==> config.mk <==
export PLATFORM = sky130hd
export DESIGN_NAME = mem_arbiter
export DESIGN_NICKNAME = d
export VERILOG_FILES = /design/src/rtl/mem_arbiter.sv
export SDC_FILE = /design/constraint.sdc
export NUM_CORES = 1
export LEC_CHECK = 0
export ABC_AREA = 1
export BUFFER_PORTS_ARGS = -buffer_cell sky130_fd_sc_hd__buf_2
export CORE_ASPECT_RATIO = 1.75
export CORE_UTILIZATION = 40
export CTS_CLUSTER_DIAMETER = 120
export DETAILED_ROUTE_END_ITERATION = 16
export HOLD_SLACK_MARGIN = 0.02
export MAX_ROUTING_LAYER = met4
export PLACE_DENSITY = 0.72
export SKIP_CTS_REPAIR_TIMING = 1
export SLEW_MARGIN = 20
export SYNTH_ARGS = -nofsm -noshare
export SYNTH_HDL_FRONTEND = slang
export SYNTH_SLANG_ARGS = --single-unit
==> constraint.sdc <==
create_clock -name clk -period 1.4 [get_ports clk]
set_input_delay 0.21 -clock clk [delete_from_list [all_inputs] [get_ports clk]]
set_output_delay 0.21 -clock clk [all_outputs]
set_load 0.005 [all_outputs]
==> src/rtl/mem_arbiter.sv <==
// mem_arbiter: round-robin share of one single-port memory between the
// instruction-fetch (IF) and load/store (LS) ports, one transaction in flight.
//
// Ports:
//   clk, rst_n                 clock, async active-low reset
//   i_if_req/addr              fetch request (always a read)
//   o_if_gnt/rvalid/rdata      fetch grant pulse, data pulse, held data
//   i_ls_req/addr/we/mask/wdata load/store request
//   o_ls_gnt/rvalid/rdata      ls grant pulse, done pulse, held load data
//   o_mem_req/addr/we/mask/wdata  memory request, held until i_mem_ready
//   i_mem_ready/rvalid/rdata   memory accept and read response
module mem_arbiter #(
  parameter int ADDR_W = 30,
  parameter int DATA_W = 32
) (
  input  logic                clk,
  input  logic                rst_n,
  input  logic                i_if_req,
  input  logic [ADDR_W-1:0]   i_if_addr,
  output logic                o_if_gnt,
  output logic                o_if_rvalid,
  output logic [DATA_W-1:0]   o_if_rdata,
  input  logic                i_ls_req,
  input  logic [ADDR_W-1:0]   i_ls_addr,
  input  logic                i_ls_we,
  input  logic [DATA_W/8-1:0] i_ls_mask,
  input  logic [DATA_W-1:0]   i_ls_wdata,
  output logic                o_ls_gnt,
  output logic                o_ls_rvalid,
  output logic [DATA_W-1:0]   o_ls_rdata,
  output logic                o_mem_req,
  output logic [ADDR_W-1:0]   o_mem_addr,
  output logic                o_mem_we,
  output logic [DATA_W/8-1:0] o_mem_mask,
  output logic [DATA_W-1:0]   o_mem_wdata,
  input  logic                i_mem_ready,
  input  logic                i_mem_rvalid,
  input  logic [DATA_W-1:0]   i_mem_rdata
);

  localparam int MW = DATA_W / 8;

  typedef enum logic [1:0] {
    IDLE  = 2'd0,
    ISSUE = 2'd1,
    RESP  = 2'd2
  } state_e;

  state_e state_q, state_d;

  // last winner / current owner: 1 = LS, 0 = IF
  logic last_ls_q, last_ls_d;
  logic own_ls_q, own_ls_d;

  logic              if_gnt_q, if_gnt_d;
  logic              ls_gnt_q, ls_gnt_d;
  logic              if_rv_q, if_rv_d;
  logic              ls_rv_q, ls_rv_d;
  logic [DATA_W-1:0] if_rdata_q, if_rdata_d;
  logic [DATA_W-1:0] ls_rdata_q, ls_rdata_d;
  logic              mem_req_q, mem_req_d;
  logic [ADDR_W-1:0] mem_addr_q, mem_addr_d;
  logic              mem_we_q, mem_we_d;
  logic [MW-1:0]     mem_mask_q, mem_mask_d;
  logic [DATA_W-1:0] mem_wdata_q, mem_wdata_d;

  logic any_req;
  logic win_ls;
  logic win_if;

  assign any_req = i_if_req | i_ls_req;
  // on a tie the port that did not win last time goes
  assign win_ls  = i_ls_req & (~i_if_req | ~last_ls_q);
  assign win_if  = i_if_req & ~win_ls;

  always_ff @(posedge clk or negedge rst_n) begin
    if (!rst_n) begin
      state_q <= IDLE;
    end else begin
      state_q <= state_d;
    end
  end

  always_comb begin
    state_d = state_q;
    unique case (state_q)
      IDLE: begin
        if (any_req) state_d = ISSUE;
      end
      ISSUE: begin
        if (i_mem_ready) state_d = mem_we_q ? IDLE : RESP;
      end
      RESP: begin
        if (i_mem_rvalid) state_d = IDLE;
      end
      default: state_d = IDLE;
    endcase
  end

  always_comb begin
    last_ls_d   = last_ls_q;
    own_ls_d    = own_ls_q;
    if_gnt_d    = 1'b0;
    ls_gnt_d    = 1'b0;
    if_rv_d     = 1'b0;
    ls_rv_d     = 1'b0;
    if_rdata_d  = if_rdata_q;
    ls_rdata_d  = ls_rdata_q;
    mem_req_d   = 1'b0;
    mem_addr_d  = mem_addr_q;
    mem_we_d    = mem_we_q;
    mem_mask_d  = mem_mask_q;
    mem_wdata_d = mem_wdata_q;
    unique case (state_q)
      IDLE: begin
        if (any_req) begin
          if_gnt_d    = win_if;
          ls_gnt_d    = win_ls;
          last_ls_d   = win_ls;
          own_ls_d    = win_ls;
          mem_req_d   = 1'b1;
          mem_addr_d  = win_ls ? i_ls_addr : i_if_addr;
          mem_we_d    = win_ls & i_ls_we;
          mem_mask_d  = (win_ls & i_ls_we) ? i_ls_mask : '1;
          mem_wdata_d = win_ls ? i_ls_wdata : '0;
        end
      end
      ISSUE: begin
        if (!i_mem_ready) begin
          mem_req_d = 1'b1;
        end else if (mem_we_q) begin
          // only LS can write, so the store completes on LS
          ls_rv_d    = 1'b1;
          ls_rdata_d = '0;
        end
      end
      RESP: begin
        if (i_mem_rvalid) begin
          if (own_ls_q) begin
            ls_rv_d    = 1'b1;
            ls_rdata_d = i_mem_rdata;
          end else begin
            if_rv_d    = 1'b1;
            if_rdata_d = i_mem_rdata;
          end
        end
      end
      default: ;
    endcase
  end

  always_ff @(posedge clk or negedge rst_n) begin
    if (!rst_n) begin
      last_ls_q   <= 1'b0;
      own_ls_q    <= 1'b0;
      if_gnt_q    <= 1'b0;
      ls_gnt_q    <= 1'b0;
      if_rv_q     <= 1'b0;
      ls_rv_q     <= 1'b0;
      if_rdata_q  <= '0;
      ls_rdata_q  <= '0;
      mem_req_q   <= 1'b0;
      mem_addr_q  <= '0;
      mem_we_q    <= 1'b0;
      mem_mask_q  <= '0;
      mem_wdata_q <= '0;
    end else begin
      last_ls_q   <= last_ls_d;
      own_ls_q    <= own_ls_d;
      if_gnt_q    <= if_gnt_d;
      ls_gnt_q    <= ls_gnt_d;
      if_rv_q     <= if_rv_d;
      ls_rv_q     <= ls_rv_d;
      if_rdata_q  <= if_rdata_d;
      ls_rdata_q  <= ls_rdata_d;
      mem_req_q   <= mem_req_d;
      mem_addr_q  <= mem_addr_d;
      mem_we_q    <= mem_we_d;
      mem_mask_q  <= mem_mask_d;
      mem_wdata_q <= mem_wdata_d;
    end
  end

  assign o_if_gnt    = if_gnt_q;
  assign o_ls_gnt    = ls_gnt_q;
  assign o_if_rvalid = if_rv_q;
  assign o_ls_rvalid = ls_rv_q;
  assign o_if_rdata  = if_rdata_q;
  assign o_ls_rdata  = ls_rdata_q;
  assign o_mem_req   = mem_req_q;
  assign o_mem_addr  = mem_addr_q;
  assign o_mem_we    = mem_we_q;
  assign o_mem_mask  = mem_mask_q;
  assign o_mem_wdata = mem_wdata_q;

endmodule
==> flow_metrics.py <==
metrics = {
    "synthesis": {
        "synth-simple-area-share": 0.310,
        "ys_ff_latch": 139,
        "avgSynthCellArea_um2": 7.79,
        "syn_area_um2": 6250,
        "synth_adder_area_share": 0.00800,
        "synth_top_area_cell": "dfrtp_1",
        "syn_nets": 942,
        "synth_top_family_by_area": "simple AND/OR/NAND/NOR gates",
        "netlist.area_leader.share": 0.556,
        "synth.mux.area_fraction": 0,
        "synthTopCellsByArea": "dfrtp_1, nand2_1, inv_1",
        "synth-compound-area-share": 0.0458,
        "seq_area_frac_synth": 0.556,
        "yosys_warnings": 0,
        "synth.distinct_cells": 16,
        "synth_xor_area_frac": 0,
        "syn_inst": 803,
    },
    "timing": {
        "hold_viol_final": 1,
        "fin_ws_ps": -118,
        "setup_violations": 134,
        "fin_hold_ws_ps": -4.76,
        "rsz0062_at_grt": "yes",
        "fmax_mhz": 659,
        "period_share": 1.08,
        "max_slew_margin": 0.767,
        "final.min_clock_period_ps": 1520,
        "finalSetupTns_ps": -9650,
        "finalMaxSlewViolations": 0,
        "finClkSkew_ps": 12.0,
        "worst_pin_slew_ps": 350,
    },
    "clock_tree": {
        "clock_path_buffers": 2,
        "cts_buffers": 17,
        "h-tree-depth": 4,
        "cts_root_buffer": "clkbuf_16",
        "cts_tree": "done",
        "clk_latency_ps": 420,
        "clkSinkCount": 139,
        "clk_pin_slew_ps": 60,
    },
    "critical_path": {
        "regToRegEndpoint": "o_ls_rdata[17]",
        "crit_end": "o_ls_rdata[17]",
        "reg2regPathDepth": 8,
        "critPathLaunchType": "flop",
        "worstPathRequired_ps": 1750,
        "path_class": "reg2reg",
        "regToRegSetupSlack_ps": -120,
        "r2r-start": "state_q[1]",
        "crit_arrival_ps": 1860,
        "end_kind": "flop",
        "path_max_fanout": 8,
        "crit_start": "state_q[1]",
    },
    "grt": {
        "overflow": 0,
        "antenna_found_initial": 0,
        "groute.usage.overall": 0.228,
        "grt_max_degree": 45,
        "grt_pass1_vias": 5612,
        "grt_pass1_wl_um": 27400,
    },
    "status": {
        "violations": "negative hold slack, negative setup slack",
        "status": "finished with violations",
    },
    "placed_design": {
        "place_hpwl_um": 12800,
        "gp_congestion": 0.838,
        "place_area_um2": 7990,
        "place_ws_ps": -123,
        "port-buffer-count": 270,
    },
    "cells_and_area": {
        "finalInstanceArea_um2": 9280,
        "drive_above_1_share": 0.321,
        "syn_to_final_growth_pct": 48.4,
        "nets": 1271,
        "n_antenna_cell": 0,
        "utilization": 0.606,
    },
    "detailed_routing": {
        "drc": 0,
        "drtPass1Iterations": 6,
        "drt_iter0_drc": 213,
        "ant_nets": 0,
        "wire_per_inst_um": 14.7,
        "wl_um": 19600,
        "vias_per_cell": 4.65,
        "routed-via-count": 6184,
    },
    "floorplan": {
        "die_h_um": 167,
        "rows": 60,
        "core_region_area_um2": 15300,
        "die_area_um2": 16200,
        "die_x_um": 96.5,
        "initial_core_util": 0.408,
        "io_pins": 271,
    },
    "power": {
        "power_density_nw_per_um2": 2160,
        "vdd_drop_max_v": 0.00107,
        "p_leak_uw": 0.00564,
    },
    "job": {
        "maxCapViolCount": 0,
    },
    "min_path": {
        "hold_class": "in2reg",
    },
}
==> sequential cells by signal, indices dropped and copies added (netlist names) <==
register	flops
o_mem_mask	4
o_mem_wdata	32
o_if_rvalid	1
o_ls_rdata	32
state_q	2
own_ls_q	1
o_mem_req	1
o_ls_rvalid	1
o_if_rdata	32
o_ls_gnt	1
o_mem_we	1
o_if_gnt	1
o_mem_addr	30
==> cell usage after synthesis <==
library cell and number:
nand3_1 37, inv_2 1, o21bai_1 33, a21boi_0 1, buf_2 33, nor2_2 2, nor3_1 1, buf_4 3
a21oi_4 1, inv_1 79, o21ai_0 3, nand2_1 450, ha_1 4, nor2_1 12, dfrtp_1 139, clkbuf_1 4
==> cells in the final DEF (no fill, tap or decap), types with 2 or more instances in the layout <==
cell	instances
clkinvlp_4	4
inv_2	4
inv_1	73
nand3_2	6
o21bai_1	32
buf_12	11
nor2_1	12
inv_4	3
o21ai_0	3
dlygate4sd3_1	41
nand2_2	7
buf_2	269
nor2_4	2
inv_6	4
nand3_1	31
clkbuf_16	22
nand2_1	443
buf_6	5
buf_4	18
ha_4	2
bufinv_16	2
dfrtp_1	138
==> metrics by stage <==
step / instances / hold slack [ps] / power [µW]
CTS: 1278 / -347 / 19100
finish: 1330 / -4.76 / 20100
floorplan: 803 / -85.6 / 10900
global placement: 1247 / 95.6 / 14400
global route: 1330 / 17.6 / 21500
detailed placement: 1247 / 96.7 / 14600
==> worst min path at each step <==
stage,startpoint,to,slack [ps],cells after the start
floorplan,rst_n,o_if_gnt,-90,0
global placement,rst_n,o_mem_addr[10],100,1
detailed placement,rst_n,o_mem_addr[10],100,1
CTS,rst_n,o_mem_addr[10],-350,1
global route,i_ls_wdata[28],o_mem_wdata[28],20,3
finish,i_ls_wdata[4],o_mem_wdata[4],-5,3
==> cell families after synthesis <==
logic type,Yosys count
simple gates,502
flops,139
fa+ha+maj,4
buf+inv,120
compound gates,38
==> routing by layer <==
metal | vias to the layer above | GRT usage | routed length, µm
met4 | 0 | 0.0857 | 642
li1 | 3062 | - | -
met1 | 2883 | 0.247 | 7600
met2 | 192 | 0.399 | 10500
met3 | 47 | 0.0481 | 830
met5 | - | - | 0
==> power breakdown <==
part / internal (µW) / switching, µW
Combinational: 3920 / 4750
Sequential: 5920 / 1000
Clock: 2680 / 1790
Total: 12500 / 7540
==> critical path, cell delays in order (launching register included) <==
cell and delay, ps:
dfrtp_1 420, buf_4 160, ha_4 170, nand2_2 80, nand2_2 60, nor2_4 210, clkbuf_16 210, nand3_1 60
nand2_1 70
==> cell type report <==
class	count	area, µm²
repair buffers	350	2310
fillers	1424	6030
multi-input cells	544	2370
clock buffers	19	443
inverters	80	308
clock inverters	12	139
well taps	186	233
flip-flops and latches	139	3480
Power figures use the tool's default switching activity.
